**src/rtl/matrix_mac_engine_if.sv**
```systemverilog
// Operand/result bus and start/busy/done handshake for matrix_mac_engine.
interface matrix_mac_engine_if #(
  parameter int MAT_N = 4,
  parameter int DW    = 8,
  parameter int ACC_W = 2*DW+$clog2(MAT_N)
);
  logic                         start;
  logic [$clog2(MAT_N+1)-1:0]   dim;
  logic                         signed_mode;
  logic [DW-1:0]                mat_A [MAT_N*MAT_N];
  logic [DW-1:0]                mat_B [MAT_N*MAT_N];
  logic                         busy;
  logic                         done;
  logic                         err;
  logic [ACC_W-1:0]             mat_C [MAT_N*MAT_N];

  modport master (
    output start, dim, signed_mode, mat_A, mat_B,
    input  busy, done, err, mat_C
  );

  modport slave (
    input  start, dim, signed_mode, mat_A, mat_B,
    output busy, done, err, mat_C
  );
endinterface

```
**src/rtl/matrix_mac_engine.sv**
```systemverilog
// Sequential C = A x B engine: one shared MAC walks (i, j, k), writing one
// C element every D cycles into a registered row-major result array.
module matrix_mac_engine #(
  parameter int MAT_N = 4,
  parameter int DW    = 8,
  parameter int ACC_W = 2*DW+$clog2(MAT_N)
)(
  input  logic               clk,
  input  logic               rst_n,
  matrix_mac_engine_if.slave bus
);
  localparam int DIMW = $clog2(MAT_N+1);
  localparam int IDXW = $clog2(MAT_N*MAT_N);

  typedef enum logic [1:0] {IDLE, RUN, FIN} state_t;
  state_t state, state_next;

  logic [DIMW-1:0]  dim_q, i, j, k;
  logic             smode_q;
  logic [ACC_W-1:0] acc, prod, a_ext, b_ext;
  logic [DW-1:0]    a_op, b_op;
  logic [IDXW-1:0]  idx_a, idx_b, idx_c;
  logic             legal, accept, reject, mac_en, fin;
  logic             k_last, j_last, i_last;

  assign legal  = (bus.dim != '0) && (bus.dim <= DIMW'(MAT_N));
  assign k_last = (k == dim_q - DIMW'(1));
  assign j_last = (j == dim_q - DIMW'(1));
  assign i_last = (i == dim_q - DIMW'(1));

  assign idx_a = IDXW'(i) * IDXW'(MAT_N) + IDXW'(k);
  assign idx_b = IDXW'(k) * IDXW'(MAT_N) + IDXW'(j);
  assign idx_c = IDXW'(i) * IDXW'(MAT_N) + IDXW'(j);

  assign a_op = bus.mat_A[idx_a];
  assign b_op = bus.mat_B[idx_b];

  // Extending both operands to ACC_W before multiplying yields the exact
  // two's complement product modulo 2^ACC_W in either mode.
  assign a_ext = smode_q ? {{(ACC_W-DW){a_op[DW-1]}}, a_op} : {{(ACC_W-DW){1'b0}}, a_op};
  assign b_ext = smode_q ? {{(ACC_W-DW){b_op[DW-1]}}, b_op} : {{(ACC_W-DW){1'b0}}, b_op};
  assign prod  = a_ext * b_ext;

  always_ff @(posedge clk or negedge rst_n) begin
    if (!rst_n) state <= IDLE;
    else        state <= state_next;
  end

  always_comb begin
    state_next = state;
    case (state)
      IDLE: begin
        if (accept)      state_next = RUN;
        else if (reject) state_next = FIN;
      end
      RUN:     if (k_last && j_last && i_last) state_next = FIN;
      FIN:     state_next = IDLE;
      default: state_next = IDLE;
    endcase
  end

  always_comb begin
    accept = 1'b0;
    reject = 1'b0;
    mac_en = 1'b0;
    fin    = 1'b0;
    case (state)
      IDLE: begin
        accept = bus.start & legal;
        reject = bus.start & ~legal;
      end
      RUN:     mac_en = 1'b1;
      FIN:     fin    = 1'b1;
      default: ;
    endcase
  end

  always_ff @(posedge clk or negedge rst_n) begin
    if (!rst_n) begin
      bus.busy <= 1'b0;
      bus.done <= 1'b0;
      bus.err  <= 1'b0;
      for (int unsigned n = 0; n < MAT_N*MAT_N; n++) bus.mat_C[n] <= '0;
      dim_q    <= '0;
      smode_q  <= 1'b0;
      i        <= '0;
      j        <= '0;
      k        <= '0;
      acc      <= '0;
    end else begin
      bus.done <= fin;
      if (fin) bus.busy <= 1'b0;
      if (reject) bus.err <= 1'b1;
      if (accept) begin
        dim_q    <= bus.dim;
        smode_q  <= bus.signed_mode;
        i        <= '0;
        j        <= '0;
        k        <= '0;
        acc      <= '0;
        bus.err  <= 1'b0;
        bus.busy <= 1'b1;
        for (int unsigned n = 0; n < MAT_N*MAT_N; n++) bus.mat_C[n] <= '0;
      end
      if (mac_en) begin
        if (!k_last) begin
          acc <= acc + prod;
          k   <= k + DIMW'(1);
        end else begin
          bus.mat_C[idx_c] <= acc + prod;
          acc <= '0;
          k   <= '0;
          if (j_last) begin
            j <= '0;
            i <= i + DIMW'(1);
          end else begin
            j <= j + DIMW'(1);
          end
        end
      end
    end
  end
endmodule

```
**src/flat_wrapper.sv**
```systemverilog
// flat-port wrapper written by rule: the top's interface ports become plain ports
module matrix_mac_engine_flat 
#(
  parameter int MAT_N = 4,
  parameter int DW    = 8,
  parameter int ACC_W = 2*DW+$clog2(MAT_N)
)
  (clk, rst_n, bus_start, bus_dim, bus_signed_mode, bus_mat_A, bus_mat_B, bus_busy, bus_done, bus_err, bus_mat_C);
  matrix_mac_engine_if #(.MAT_N(MAT_N), .DW(DW), .ACC_W(ACC_W)) bus_i ();
  input  logic clk;
  input  logic rst_n;
  input wire logic [$bits(bus_i.start)-1:0] bus_start;
  input wire logic [$bits(bus_i.dim)-1:0] bus_dim;
  input wire logic [$bits(bus_i.signed_mode)-1:0] bus_signed_mode;
  input wire logic [$bits(bus_i.mat_A)-1:0] bus_mat_A;
  input wire logic [$bits(bus_i.mat_B)-1:0] bus_mat_B;
  output wire logic [$bits(bus_i.busy)-1:0] bus_busy;
  output wire logic [$bits(bus_i.done)-1:0] bus_done;
  output wire logic [$bits(bus_i.err)-1:0] bus_err;
  output wire logic [$bits(bus_i.mat_C)-1:0] bus_mat_C;
  assign bus_i.start = bus_start;
  assign bus_i.dim = bus_dim;
  assign bus_i.signed_mode = bus_signed_mode;
  assign bus_i.mat_A = {>>{bus_mat_A}};
  assign bus_i.mat_B = {>>{bus_mat_B}};
  assign bus_busy = bus_i.busy;
  assign bus_done = bus_i.done;
  assign bus_err = bus_i.err;
  assign bus_mat_C = {>>{bus_i.mat_C}};
  matrix_mac_engine #(.MAT_N(MAT_N), .DW(DW), .ACC_W(ACC_W)) u_core (.clk(clk), .rst_n(rst_n), .bus(bus_i));
endmodule
```
**config.mk**
```make
export PLATFORM = sky130hd
export DESIGN_NAME = matrix_mac_engine_flat
export DESIGN_NICKNAME = d
export VERILOG_FILES = /design/src/rtl/matrix_mac_engine_if.sv /design/src/rtl/matrix_mac_engine.sv /design/src/flat_wrapper.sv
export SDC_FILE = /design/constraint.sdc
export NUM_CORES = 1
export LEC_CHECK = 0
export ABC_CLOCK_PERIOD_IN_PS = 12000
export CELL_PAD_IN_SITES_DETAIL_PLACEMENT = 0
export CELL_PAD_IN_SITES_GLOBAL_PLACEMENT = 1
export CORE_ASPECT_RATIO = 0.9
export CORE_MARGIN = 2
export CORE_UTILIZATION = 40
export DETAILED_ROUTE_END_ITERATION = 8
export PLACE_DENSITY_LB_ADDON = 0.1
export SLEW_MARGIN = 5
export SYNTH_ARGS = -nofsm -noshare
export SYNTH_HDL_FRONTEND = slang
export SYNTH_SLANG_ARGS = --single-unit
```
**constraint.sdc**
```tcl
create_clock -name clk -period 12 [get_ports clk]
set_input_delay 1.2 -clock clk [delete_from_list [all_inputs] [get_ports clk]]
set_output_delay 1.2 -clock clk [all_outputs]
set_load 0.05 [all_outputs]
```
Word level (Yosys, flattened, before mapping)
Cells that the tools add are included.
{ "classes": {"n_addsub": 8, "n_mul": 1, "n_lt_le_gt_ge": 5, "n_eq_ne": 7, "muxes": 40, "n_bitwise": 6, "n_reduce_logical": 10} }
{ "ops": {"columns": ["op", "count"], "rows": [
  ["288-bit two-way mux", 3],
  ["288-bit bitwise mux", 1],
  ["18-bit two-way mux", 6],
  ["18-bit demux with 4-bit select", 1],
  ["8-bit binary-select mux with 4-bit select", 2],
  ["3-bit two-way mux", 11],
  ["8-bit two-way mux", 4],
  ["18-bit adder", 1],
  ["18-bit by 18-bit multiplier with 18-bit output", 1],
  ["5-bit >= comparator (second input constant)", 3],
  ["4-bit inverter with 5-bit output", 3],
  ["4-bit by 3-bit adder with 4-bit output", 3],
  ["3-bit by 1-bit adder with 3-bit output (second input constant)", 3],
  ["3-bit equality test", 3],
  ["1-bit two-way mux", 8],
  ["2-bit two-way mux", 3],
  ["2-bit nonzero test", 3],
  ["5-bit by 1-bit < comparator with 1-bit output (second input constant)", 1],
  ["1-bit logical AND", 4],
  ["2-bit case mux with 2 select lines", 1],
  ["3-bit less-or-equal comparator (second input constant)", 1],
  ["3-bit by 1-bit inequality test with 1-bit output (second input constant)", 1],
  ["3-bit nonzero test", 1],
  ["3-bit by 1-bit subtractor with 3-bit output (second input constant)", 1],
  ["other kinds (7)", 8]
]} }
{ "totals": {"register_bits": 324, "inputBits": 263, "out_inout_bits": 291, "word_cells": 103} }

Depth between registers and ports, before layout
{ "depth": {"word_depth": 11, "depth_mapped": 30, "depth_no_buf": 27} }

Worst setup path after synthesis
No wires, ideal clock.
{ "synth_timing": {"kind": "register to register", "start": "register u_core.j[0]", "end": "register u_core.bus.mat_C[124]", "setup_time_ps": 133, "arrival_ps": 7742, "t_required_ps": 11867, "slack_ps": 4125, "path_stages_with_launch": 27, "path_buffers": 4, "synth_period_minus_slack_ps": 7875, "path_cell_list": "dfrtp_1 > buf_6 > buf_1 > buf_2 > mux4_2 > mux2_2 > o21ai_1 > inv_1 > nand3_1 > fa_1 > fa_1 > fa_1 > fa_1 > inv_1 > fa_1 > inv_1 > fa_1 > inv_1 > ha_1 > o21a_1 > o21ai_0 > nor2_1 > nor2_1 > o22ai_1 > a221oi_1 > clkbuf_1 > o21ai_0"} }
{ "synth_between": {"elab_chain_cells": 11, "elab_cells_between_ends": 18, "cone_classes": "add/sub: 3; mul: 1; order compare: 2; mux: 9; bitwise: 2; reduce/logical: 1"} }
{ "synth_rtl": {"columns": ["item", "line", "rtl"], "rows": [
  ["start, declared", "matrix_mac_engine.sv:18", "logic [DIMW-1:0] dim_q, i, j, k;"],
  ["start signal, assigned", "matrix_mac_engine.sv:117", "j <= j + DIMW'(1);"],
  ["4-bit by 3-bit adder with 4-bit output", "matrix_mac_engine.sv:32", "assign idx_b = IDXW'(k) * IDXW'(MAT_N) + IDXW'(j);"],
  ["4-bit inverter with 5-bit output (not written as such)", "matrix_mac_engine.sv:36", "assign b_op = bus.mat_B[idx_b];"],
  ["8-bit binary-select mux with 4-bit select", "matrix_mac_engine.sv:36", null],
  ["8-bit two-way mux (not written as such) (2 in a row)", "matrix_mac_engine.sv:36", null],
  ["18-bit two-way mux", "matrix_mac_engine.sv:41", "assign b_ext = smode_q ? {{(ACC_W-DW){b_op[DW-1]}}, b_op} : {{(ACC_W-DW){1'b0}}, b_op};"],
  ["18-bit by 18-bit multiplier with 18-bit output", "matrix_mac_engine.sv:42", "assign prod = a_ext * b_ext;"],
  ["18-bit adder", "matrix_mac_engine.sv:110", "bus.mat_C[idx_c] <= acc + prod;"],
  ["288-bit bitwise mux (*)", "matrix_mac_engine.sv:110", null],
  ["288-bit two-way mux (*)", "matrix_mac_engine.sv:106", "if (!k_last) begin"],
  ["288-bit two-way mux (*)", "matrix_mac_engine.sv:105", "if (mac_en) begin"],
  ["end signal, assigned by index", "matrix_mac_engine.sv:110", null],
  ["end, declared", "matrix_mac_engine_if.sv:24", "output busy, done, err, mat_C"]
]} }
Mark *: on every way between the ends. The rest lies on a longest branch, timed or not. The select of a mux whose other input is x is not followed.
A chain may end at the register's enable or synchronous reset.

Worst setup path in the final report
{ "layout_timing": {"start": "input port bus_mat_B[100]", "end": "register u_core.bus.mat_C[89]"} }
{ "layout_between": {"elab_chain_cells": 9} }
{ "layout_rtl": {"columns": ["item", "line", "rtl"], "rows": [
  ["start, declared", "flat_wrapper.sv:16", "input wire logic [$bits(bus_i.mat_B)-1:0] bus_mat_B;"],
  ["8-bit binary-select mux with 4-bit select", "matrix_mac_engine.sv:36", null],
  ["8-bit two-way mux (not written as such) (2 in a row)", "matrix_mac_engine.sv:36", null],
  ["18-bit two-way mux", "matrix_mac_engine.sv:41", null],
  ["18-bit by 18-bit multiplier with 18-bit output", "matrix_mac_engine.sv:42", null],
  ["18-bit adder", "matrix_mac_engine.sv:110", null],
  ["288-bit bitwise mux", "matrix_mac_engine.sv:110", null],
  ["288-bit two-way mux", "matrix_mac_engine.sv:106", null],
  ["288-bit two-way mux", "matrix_mac_engine.sv:105", null]
]} }
Every way passes these cells. The select of a mux whose other input is x is not followed.

==> results list <==
- The clock reaches the later pin of the worst-skew pair after 0.53 ns.
- Tightest Pin Transition: 1.20 ns
* Post-synthesis instance total: 1,844
- For this block, the via count after detailed routing is 15,990.
- Share of cells above drive strength 1: 9.11%
- The H-tree generated during clock tree synthesis spans 2 levels.
- STA puts the critical path data required time at 12.36 ns.
- Setup violations remaining at the end of the flow were counted as 0.
* Capture endpoint of the worst hold path: u_core.acc[3]
- Standard cell core area: 47,500 sq um
- Starting density of the core: 40.3%
- The clock passes through at most 3 buffers.
- Timing analysis after detailed placement gives a worst setup slack of 3.04 ns.
- Clock sink count: 324
- The worst hold path begins at u_core.acc[3].
- Via count of the first global-routing pass: 16,653
- The die covers 49,600 sq um.
- Of the available clock period, the critical path in the final layout requires 71.0%.
* Number of primary I/O pins: 554
* EDFF count, synth: 0
- Length in cells of the worst reg-to-reg path: 22
- Max-Slew Margin vs Limit: 20.0%
* Fin Clk Skew: 0.0191 ns
- After clock tree synthesis, the clock-pin slew on the worst setup and hold paths is 0.06 ns.
- Kind of start point of the critical path: input pin
- Async set-or-reset flop fraction in the synthesized netlist: 100%
- Entering global routing, the biggest net connects 235 pins.
- Number of DRC violations after detailed-routing iteration 0: 1,248
- Critical path endpoint category: register
- Quantity of I/O buffers inserted on ports: 553
* Wire length of the first global-routing pass: 107 mm
- After synthesis, flip-flops and latches occupy 42.3% of the total area.
* Leftover overflow at the end of global routing: 0
- After layout, the worst setup slack is 3.48 ns.
- The initialized floorplan defines 76 standard-cell rows.
- Max-cap check violation count: 0
- The flow ran to the end, and the final reports show no timing, DRC or antenna violations.
- Final wirelength: 71.1 mm
- Path category of the worst min-delay check: reg -> reg
- The worst register-to-register path has a setup slack of 3.52 ns.
* Mapped Nets: 2,285
- Hold repair after CTS inserted 0 buffers.
- The tightest hold path in the finished design has a slack of 0.479 ns.
- Cell at the root of the clock tree: clkbuf_16
* Setup Buffers After CTS: 0
- In this run, post-CTS repair resized a total of 0 instances.
* Class of the most critical setup path: in -> reg
* Tmin final: 8.52 ns
* Launch point of the worst reg-to-reg path: u_core.j[0]
- Antenna violations before repair: 11
- Routability congestion estimate: 0.933
- Dominant synthesized flop cell: dfrtp_1
- Post-synth top area share: 42.3%
* Average via count per standard cell: 5.35
- In this run the vertical extent of the chip is 212 um.
* X dimension of the die: 235 um
- Total GRT Usage: 28.7%
- The number of different library cells used by synthesis comes to 53.
- For this run, the detailed router's first-pass iteration total came to 5.
* Netlist area before placement: 19,200 sq um
- Area grow syn2layout: 38.5%
- The final max-slew violation count is 0.
* Largest fanout of any net on the critical path: 17
- The worst register-to-register path ends at u_core.bus.mat_C[89].
- Num CTS Buffers: 35
- Avg WL per Cell: 23.8 um
- Data on the critical path arrives at its endpoint at 8.88 ns.
- Detailed placement ended at an HPWL of 53.1 mm.
- Timing-limited maximum frequency: 117 MHz
* Count of unresolved DRC violations after routing: 0
* Antenna Nets Post-Route: 0
* Number of failing hold endpoints at the final stage: 0
- After synthesis, the mean cell area works out to 10.4 sq um.
* Post-layout nets: 2,776
* YS warnings: 0
- Most area-consuming cells after synthesis: dfrtp_1 (42%), fa_1 (10%), mux4_2 (8.7%)
- Counting instances, the worst hold path has a depth of 2.
* Synthesis-stage register bit count: 324
* Clock tree from TritonCTS: built
- Total negative slack for setup checks: 0 ns
* Unrepaired setup endpoints after global routing: no
- Of all cell types, the one taking the most synthesized area is dfrtp_1.
sequential cells by signal (all words and copies together), names as in the netlist:
signal and cells:
u_core.smode_q 1, u_core.state 2, u_core.i 3, u_core.acc 18, u_core.bus.err 1, u_core.bus.busy 1, u_core.bus.mat_C 288, u_core.dim_q 3
u_core.j 3, u_core.bus.done 1, u_core.k 3
critical path, stage by stage:
cell and delay, ns:
clkdlybuf4s50_1 0.42, mux4_2 0.46, mux2_2 0.27, o21ai_1 0.68, inv_1 0.20, nand3_1 0.20
fa_1 0.59, fa_1 0.58, fa_1 0.47, fa_1 0.56, inv_1 0.05, fa_1 0.49
inv_1 0.06, fa_1 0.49, inv_1 0.04, ha_1 0.23, or3_1 0.42, a21o_1 0.18
a31oi_1 0.21, o31ai_1 0.18, xnor2_4 0.67, o21ai_0 0.23
placed cells by master (no fill, tap or decap), types with 10 or more instances in the layout:
cell type        count
o21ai_2             10
xnor2_1             34
fa_1                97
and2_1              11
a21oi_1             16
nor2_1              53
o21ai_0            315
dfrtp_1            322
nand2_1             68
mux4_2              74
ha_1                81
buf_4               35
clkbuf_16           37
nand2b_1            12
nand3_1            314
inv_1              199
clkdlybuf4s50_1    552
how the worst max path moves through the flow:
stage	start	end	slack (ns)	cells past startpoint
6_report	bus_mat_B[100]	u_core.bus.mat_C[89]	3.48	22
2_1_floorplan	u_core.j[0]	u_core.bus.mat_C[124]	4.13	26
3_3_place_gp	bus_mat_B[59]	u_core.bus.mat_C[107]	3.13	21
3_5_place_dp	bus_mat_B[100]	u_core.bus.mat_C[107]	3.04	22
4_1_cts	u_core.j[0]	u_core.bus.mat_C[89]	3.51	22
5_1_grt	u_core.j[0]	u_core.bus.mat_C[232]	2.97	23
kinds of logic (layout without fill, tap and decap cells):
logic type / count (synthesis) / after routing / synth area share [%]
multiplexers: 90 / 90 / 9.67
flip-flops: 324 / 324 / 42.3
AO/OA/AOI/OAI: 368 / 368 / 10.2
buffers and inverters: 335 / 850 / 6.81
XOR/XNOR: 60 / 60 / 3.23
adder cells (fa/ha/maj): 178 / 178 / 15.4
AND/OR/NAND/NOR: 489 / 489 / 12.4
other: 0 / 6 / 0
area by class of cell:
type / count / area (sq um)
Fill cell: 4189 / 21000
Clock inverter: 10 / 113
Timing Repair Buffer: 589 / 5820
Tap cell: 624 / 781
Antenna cell: 6 / 15.0
Clock buffer: 51 / 1070
Multi-Input combinational cell: 1185 / 9860
Sequential cell: 324 / 8110
Inverter: 200 / 751
routing by layer:
| layer | vias up | share of wire [%] | GRT usage [%] |
|---|---|---|---|
| li1 | 7282 | - | - |
| met1 | 8022 | 44 | 39.5 |
| met2 | 574 | 45 | 44.1 |
| met3 | 104 | 9.0 | 9.17 |
| met4 | 8 | 2.6 | 7.55 |
| met5 | - | 0.066 | 0 |
synth_stat cells, drive strengths merged (12+ instances only):
master,number
nand2,70
clkbuf,95
nor2,55
ha,81
fa,97
inv,200
xor2,18
a21oi,17
nand2b,12
buf,40
o21ai,330
mux4,75
nand3,315
dfrtp,324
xnor2,41
metrics by stage:
stage / std cells / cell area, sq um / util [%]
2_1_floorplan: 1844 / 19200 / -
4_1_cts: 2983 / 26500 / 55.8
3_3_place_gp: 2922 / 25300 / 53.3
5_1_grt: 2988 / 26500 / 55.8
3_5_place_dp: 2922 / 25300 / 53.3
6_report: 2989 / 26500 / 55.8
Power is not shown: default switching activity piles up to over one toggle a cycle in this logic, so the estimate is an artifact.
